===== src/rtl/mux_rr_sched.sv =====
// ============================================================================
// Module   : mux_rr_sched
// Brief    : Round-robin scheduler sharing one 4x1 bit mux among four
//            requesters, with a bounded burst length per grant.
// Revision : 1.0 - initial release
// ============================================================================
`default_nettype none

module mux_rr_sched #(
  parameter int MAX_HOLD = 4,
  parameter int HOLD_W   = 4
) (
  input  logic       clk,
  input  logic       rst_n,
  input  logic [3:0] req,
  input  logic [3:0] in_data,
  output logic [3:0] gnt,
  output logic [1:0] sel,
  output logic       out_valid,
  output logic       out_data,
  output logic       busy
);

  typedef enum logic [0:0] {
    IDLE  = 1'b0,
    GRANT = 1'b1
  } state_t;

  state_t              state_q, state_d;
  logic [3:0]          gnt_q, gnt_d;
  logic [1:0]          sel_q, sel_d;
  logic [1:0]          ptr_q, ptr_d;
  logic [HOLD_W-1:0]   hold_q, hold_d;

  logic [3:0]          others;
  logic [2:0]          idle_pick;
  logic [2:0]          rr_pick;
  logic                release_g;
  logic                at_max;

  // Returns {found, index} of the first set bit searching start, start+1, ...
  function automatic logic [2:0] pick(input logic [3:0] r, input logic [1:0] start);
    logic [2:0] res;
    logic [1:0] idx;
    res = 3'b000;
    for (int k = 3; k >= 0; k--) begin
      idx = start + 2'(k);
      if (r[idx]) res = {1'b1, idx};
    end
    return res;
  endfunction

  // Masking the holder keeps it out of its own re-arbitration.
  assign others    = req & ~gnt_q;
  assign idle_pick = pick(req, ptr_q);
  assign rr_pick   = pick(others, sel_q + 2'd1);
  assign release_g = ~req[sel_q];
  assign at_max    = (hold_q == HOLD_W'(MAX_HOLD));

  always_comb begin
    state_d = state_q;
    gnt_d   = gnt_q;
    sel_d   = sel_q;
    ptr_d   = ptr_q;
    hold_d  = hold_q;
    case (state_q)
      IDLE: begin
        if (idle_pick[2]) begin
          gnt_d   = 4'b0001 << idle_pick[1:0];
          sel_d   = idle_pick[1:0];
          hold_d  = HOLD_W'(1);
          state_d = GRANT;
        end
      end
      GRANT: begin
        if (release_g || (at_max && rr_pick[2])) begin
          ptr_d = sel_q + 2'd1;
          if (rr_pick[2]) begin
            gnt_d  = 4'b0001 << rr_pick[1:0];
            sel_d  = rr_pick[1:0];
            hold_d = HOLD_W'(1);
          end else begin
            gnt_d   = 4'b0000;
            hold_d  = '0;
            state_d = IDLE;
          end
        end else if (!at_max) begin
          hold_d = hold_q + HOLD_W'(1);
        end
        // at_max with no competitor: saturate, keep grant and count.
      end
      default: begin
        state_d = IDLE;
        gnt_d   = 4'b0000;
        hold_d  = '0;
      end
    endcase
  end

  always_ff @(posedge clk or negedge rst_n) begin
    if (!rst_n) begin
      state_q <= IDLE;
      gnt_q   <= 4'b0000;
      sel_q   <= 2'b00;
      ptr_q   <= 2'b00;
      hold_q  <= '0;
    end else begin
      state_q <= state_d;
      gnt_q   <= gnt_d;
      sel_q   <= sel_d;
      ptr_q   <= ptr_d;
      hold_q  <= hold_d;
    end
  end

  assign gnt       = gnt_q;
  assign sel       = sel_q;
  assign busy      = (state_q == GRANT);
  assign out_valid = busy & req[sel_q];
  assign out_data  = out_valid & in_data[sel_q];

endmodule

`default_nettype wire


===== config.mk =====
export PLATFORM = sky130hd
export DESIGN_NAME = mux_rr_sched
export DESIGN_NICKNAME = d
export VERILOG_FILES = /design/src/rtl/mux_rr_sched.sv
export SDC_FILE = /design/constraint.sdc
export NUM_CORES = 1
export LEC_CHECK = 0
export ABC_AREA = 1
export ABC_CLOCK_PERIOD_IN_PS = 1700
export CAP_MARGIN = 10
export CORE_ASPECT_RATIO = 1.75
export CORE_MARGIN = 4
export CORE_UTILIZATION = 54
export DETAILED_ROUTE_END_ITERATION = 16
export GPL_ROUTABILITY_DRIVEN = 0
export PLACE_DENSITY_LB_ADDON = 0.05
export REMOVE_ABC_BUFFERS = 1
export SLEW_MARGIN = 20
export SYNTH_ARGS = -nofsm -noshare
export SYNTH_HDL_FRONTEND = slang
export SYNTH_SLANG_ARGS = --single-unit

===== constraint.sdc =====
create_clock -name clk -period 1.7 [get_ports clk]
set_input_delay 0.255 -clock clk [delete_from_list [all_inputs] [get_ports clk]]
set_output_delay 0.255 -clock clk [all_outputs]
set_load 0.05 [all_outputs]

After elaboration in Yosys (flattened, before gate mapping). Cells that the tools add are included.

Flip-flop bits (word level): 13. Input port bits: 10. Output and inout bits: 9. Word-level logic and storage cells: 86.

Add/sub/neg operators: 8. Magnitude comparators: 9. Equality and inequality tests: 5. Shift-type cells: 2. Mux-type cells: 45. Bitwise gates (word level): 6. Reduce and logical (&&, ||, !) cells: 6.

Operators by type and width (number): less-than comparator 2 x 3 -> 1 bit (second input constant) (9); 2-to-1 mux 3 bit (8); 2-to-1 mux 4 bit (6); binary-select mux 1 bit (select 2 bit) (10); one-hot mux 4 bit (2 select lines) (2); 2-to-1 mux 1 bit (14); adder 2 bit (second input constant) (4); left shift 1 x 2 -> 4 bit (first input constant) (2); adder 2 x 1 -> 2 bit (second input constant) (3); 2-to-1 mux 2 bit (3); AND reduction 2 bit (3); adder 4 x 1 -> 4 bit (second input constant) (1); AND 4 bit (1); == test 4 x 3 -> 1 bit (second input constant) (1); inequality test 2 x 1 -> 1 bit (second input constant) (2); NOT 4 bit (1); one-hot mux 2 bit (2 select lines) (1); inequality test 3 x 2 -> 1 bit (second input constant) (1); AND reduction 3 bit (1); AND 1 bit (2); inequality test 2 bit (second input constant) (1); NOT 1 bit (2); one-hot mux 1 bit (2 select lines) (1); logical AND 1 bit (1); logical OR 1 bit (1).

Depth between registers and ports, before layout. Gate-level depths: netlist of the first run.

Word-level depth: 12. Gate-level depth with buffers: 14.

Worst setup path after synthesis of the first run. Ideal clock, no wire load.

Path type: register to output. Start: reg sel_q[1] (netlist: sel[1]). End: out out_data. Arrival time: 2.381 ns. Path slack: -0.936 ns. Cell stages (with the launch flop): 10. Cells stage by stage: dfrtp_1 -> buf_2 -> inv_1 -> a21oi_1 -> o21ai_0 -> nand2_1 -> inv_1 -> nor2_8 -> inv_1 -> a21oi_1.

Word-level cells in the longest chain between the ends: 4.

RTL lines: start, declared (line 31) `logic [1:0] sel_q, sel_d;`; start signal, assigned (line 110) `sel_q <= sel_d;`; binary-select mux 1 bit (select 2 bit) (line 119) `assign out_valid = busy & req[sel_q];`; 2-to-1 mux 1 bit (not written as such) (line 119); AND 1 bit (line 119); via out_valid (line 19) `output logic out_valid,`; AND 1 bit (line 120) `assign out_data = out_valid & in_data[sel_q];`; end, declared (line 20) `output logic out_data,`.

The timed path passes the listed nets, and every way through them passes these cells. The select of a mux whose other input is x is not followed.

Worst setup path in the final report of the first run.
Start: reg sel_q[0] (netlist: sel[0]). End: reg sel_q[0] (netlist: sel[0]).

Word-level cells in the longest chain between the ends: 12.

RTL lines: adder 2 x 1 -> 2 bit (line 56) `assign rr_pick = pick(others, sel_q + 2'd1);`; adder 2 bit (line 47) `idx = start + 2'(k);`; binary-select mux 1 bit (select 2 bit) (line 48) `if (r[idx]) res = {1'b1, idx};`; 2-to-1 mux 1 bit (not written as such) (line 48); 2-to-1 mux 3 bit (4 in series) (line 48); logical AND 1 bit (line 76) `if (release_g || (at_max && rr_pick[2])) begin`; logical OR 1 bit (line 76); inequality test 2 x 1 -> 1 bit (no line); AND reduction 3 bit (no line).

Several ways; a longest one is shown, not always the timed one. The select of a mux whose other input is x is not followed. A chain may end at the register's enable or synchronous reset.

==> impl_metrics.yaml, run 1 <==
setup_path:
  path_class: "reg2reg"
  critPathMaxFanout: 6
  crit_arrival_ps: 2000
  crit_path_end_kind: "flop"
  setup.worst_path.start_class: "flop"
  critPathSlowestCell: "dfrtp_2"
  crit_chain: "buf_6 > buf_4 > nand3_2 > nand2_2 > nand2_2 > nand2_1 > nand2_1 > nand3_1 > nand2_2 > nand2_1 > nand2_1 > o21a_1"
  critical-path-top-delay-family: "simple AND/OR/NAND/NOR gates"
  crit_buf_inv: 2
  crit_path_frequent_cell: "nand2_1"
  cp_slowest_stage_delay_ps: 460
  cp.required_ps: 1820
logic_synthesis:
  synth_edf_count: 0
  syn_inst: 201
  synthTopCellsByCount: "63 x nand2_1, 29 x nand3_1, 23 x inv_1, 13 x dfrtp_1, 12 x nor2_1"
  synth_ff_type: "dfrtp_1"
  synth_cell_types: 29
  synth.most_common_cell: "nand2_1"
  yosys_warnings: 0
  synth.top_cells.by_area: "dfrtp_1 25%, nand2_1 18%, nand3_1 11%, inv_1 6.6%, nor2_1 3.4%"
  synth-seq-cells: 13
  synth_area_um2: 1310
  yosysTopAreaCellShare: 0.249
  yosysTopAreaCell: "dfrtp_1"
  yosysSeqAreaShare: 0.249
  avgSynthCellArea_um2: 6.50
  synthArstFlopShare: 1.00
clock_tree:
  cts_tree: "yes"
  clkLatencyLatePin_ps: 240
  clock-sinks: 13
  cts_buffers: 3
  clockRootBuffer: "clkbuf_8"
  clkSlewWorstSetupHoldPaths_ps: 50
  cts_max_level: 1
  clock_path_buffers: 2
sta:
  relSlewSlack: 0.585
  fin_skew_ps: 0.714
  finalHoldViolCount: 0
  fin_crit_sh: 1.10
  finalWorstSetupSlack_ps: -175
  tightest_slew_ps: 620
  slew_violations: 0
  setup_violations: 14
  period_needed_ps: 1870
  rsz0062_at_grt: "true"
  max_freq_ghz: 0.533
placed_design:
  placed_area_um2: 1670
  dp_hpwl_mm: 2.97
  portBuffers: 18
  pre_cts_slack_ps: -322
detailed_routing:
  via_per_inst: 5.72
  firstDrtPassIters: 4
  vias: 1606
  drc_errors: 0
  drt_iter0_markers: 81
  wirelength_mm: 4.88
  wl_per_cell_um: 17.4
  antenna_left: 0
cells_and_area:
  syn2layout_area_growth_pct: 56.0
  fill_cells: 113
  nNetsFinal: 269
  drive_gt1_frac: 0.469
  regArea_um2: 329
  n_antenna_cell: 0
  multi_input_area_um2: 1000
  design_area_um2: 2040
floorplanning:
  die_area_um2: 3300
  row_count: 23
  start_util: 0.567
  pin_count: 19
  core_area_um2: 2300
  die_w_um: 45.2
  die_h_um: 73.1
global_routing:
  antenna_found_initial: 0
  grt_first_pass_wirelength_mm: 7.20
  grt_start_max_net_pins: 14
  track_usage: 0.293
  grt_pass1_vias: 1642
  grt_overflow: 0
run:
  max_cap_violations: 0
hold_path:
  hold_path.class: "in2async"
outcome:
  status: "finished, violations left"
  violations: "setup timing"
[state kept, by name, indices dropped and copies added (netlist names)]
register	count
ptr_q	2
gnt	4
sel	2
hold_q	4
busy	1
[path summary, 6_finish.rpt]
check	startpoint	end	slack [ps]	cells past startpoint
max	sel[0]$_DFFE_PN0P_	sel[0]$_DFFE_PN0P_	-170	12
min	rst_n	gnt[1]$_DFFE_PN0P_	400	1
max reg2reg	sel[0]$_DFFE_PN0P_	sel[0]$_DFFE_PN0P_	-170	12
min reg2reg	gnt[1]$_DFFE_PN0P_	gnt[1]$_DFFE_PN0P_	520	2
max in group asynchronous	rst_n	ptr_q[0]$_DFFE_PN0P_	860	1
min in group clk	gnt[1]$_DFFE_PN0P_	gnt[1]$_DFFE_PN0P_	520	2
[logic make-up after synthesis]
group                      count (synthesis)  share of synthesized area
xor gates and xnor gates                   6                     0.0402
buffers and inverters                     36                      0.118
AOI/OAI and AO/OA                         18                     0.0785
adders and majority gates                  2                     0.0192
DFF                                       13                      0.249
and+or+nand+nor                          126                      0.495
[repair_timing]
action,4_1_cts,5_1_grt
endpoints found under the hold margin,0,0
hold buffers,0,0
endpoints found under the setup margin,14,14
gates cloned,0,0
resized for setup,44,24
pin swaps,18,10
buffers inserted,15,2
[worst reg2reg max path: stages, from the launching register on]
cell     delay, ps
dfrtp_2        460
buf_6          160
buf_4          130
nand3_2        100
nand2_2        120
nand2_2         70
nand2_1         70
nand2_1         60
nand3_1        120
nand2_2        110
nand2_1         80
nand2_1         80
o21a_1         190
[per-layer routing]
layer,track usage,vias to the layer above,wire length (µm)
li1,-,734,-
met1,0.280,750,1670
met2,0.569,90,2730
met3,0.0148,32,196
met4,0.173,0,284
met5,0,-,0
[layout by cell type (no fill, tap or decap), types with 6 or more instances in the layout]
cell / instances
nand2_2: 17
buf_4: 37
inv_1: 18
nor2_1: 9
nand2_1: 49
inv_2: 12
nand3_2: 6
nand3_1: 25
dfrtp_1: 10
nor2_2: 6
buf_6: 7
[area by class of cell]
class	count	share of cell area
Inverter	31	0.0632
Sequential cell	13	0.161
Multi-Input combinational cell	152	0.492
Timing Repair Buffer	56	0.246
Clock buffer	4	0.0221
Tap cell	25	0.0153
[metrics by stage]
step	utilization	TNS, ps	hold WS (ps)	std cells
after floorplan	-	-4950	-40.6	196
after global placement	0.723	-2980	499	261
after detailed placement	0.723	-3790	514	261
after CTS	0.834	-454	406	279
after global routing	0.885	-2250	421	281
final	0.885	-1210	404	281
Power of run 1 is not shown: default switching activity piles up to over one toggle a cycle in this logic, so the estimate is an artifact.
==> run 2: changes to the inputs <==
--- a/config.mk
+++ b/config.mk
@@ -11,6 +11,7 @@
 export CORE_ASPECT_RATIO = 1.75
 export CORE_MARGIN = 4
 export CORE_UTILIZATION = 54
+export CTS_CLUSTER_SIZE = 28
 export DETAILED_ROUTE_END_ITERATION = 16
 export GPL_ROUTABILITY_DRIVEN = 0
 export PLACE_DENSITY_LB_ADDON = 0.05
==> results of run 2 <==
Same layout as run 1: the final DEF is identical, and so are final timing and power.
Power of run 2 is left out for the same reason.
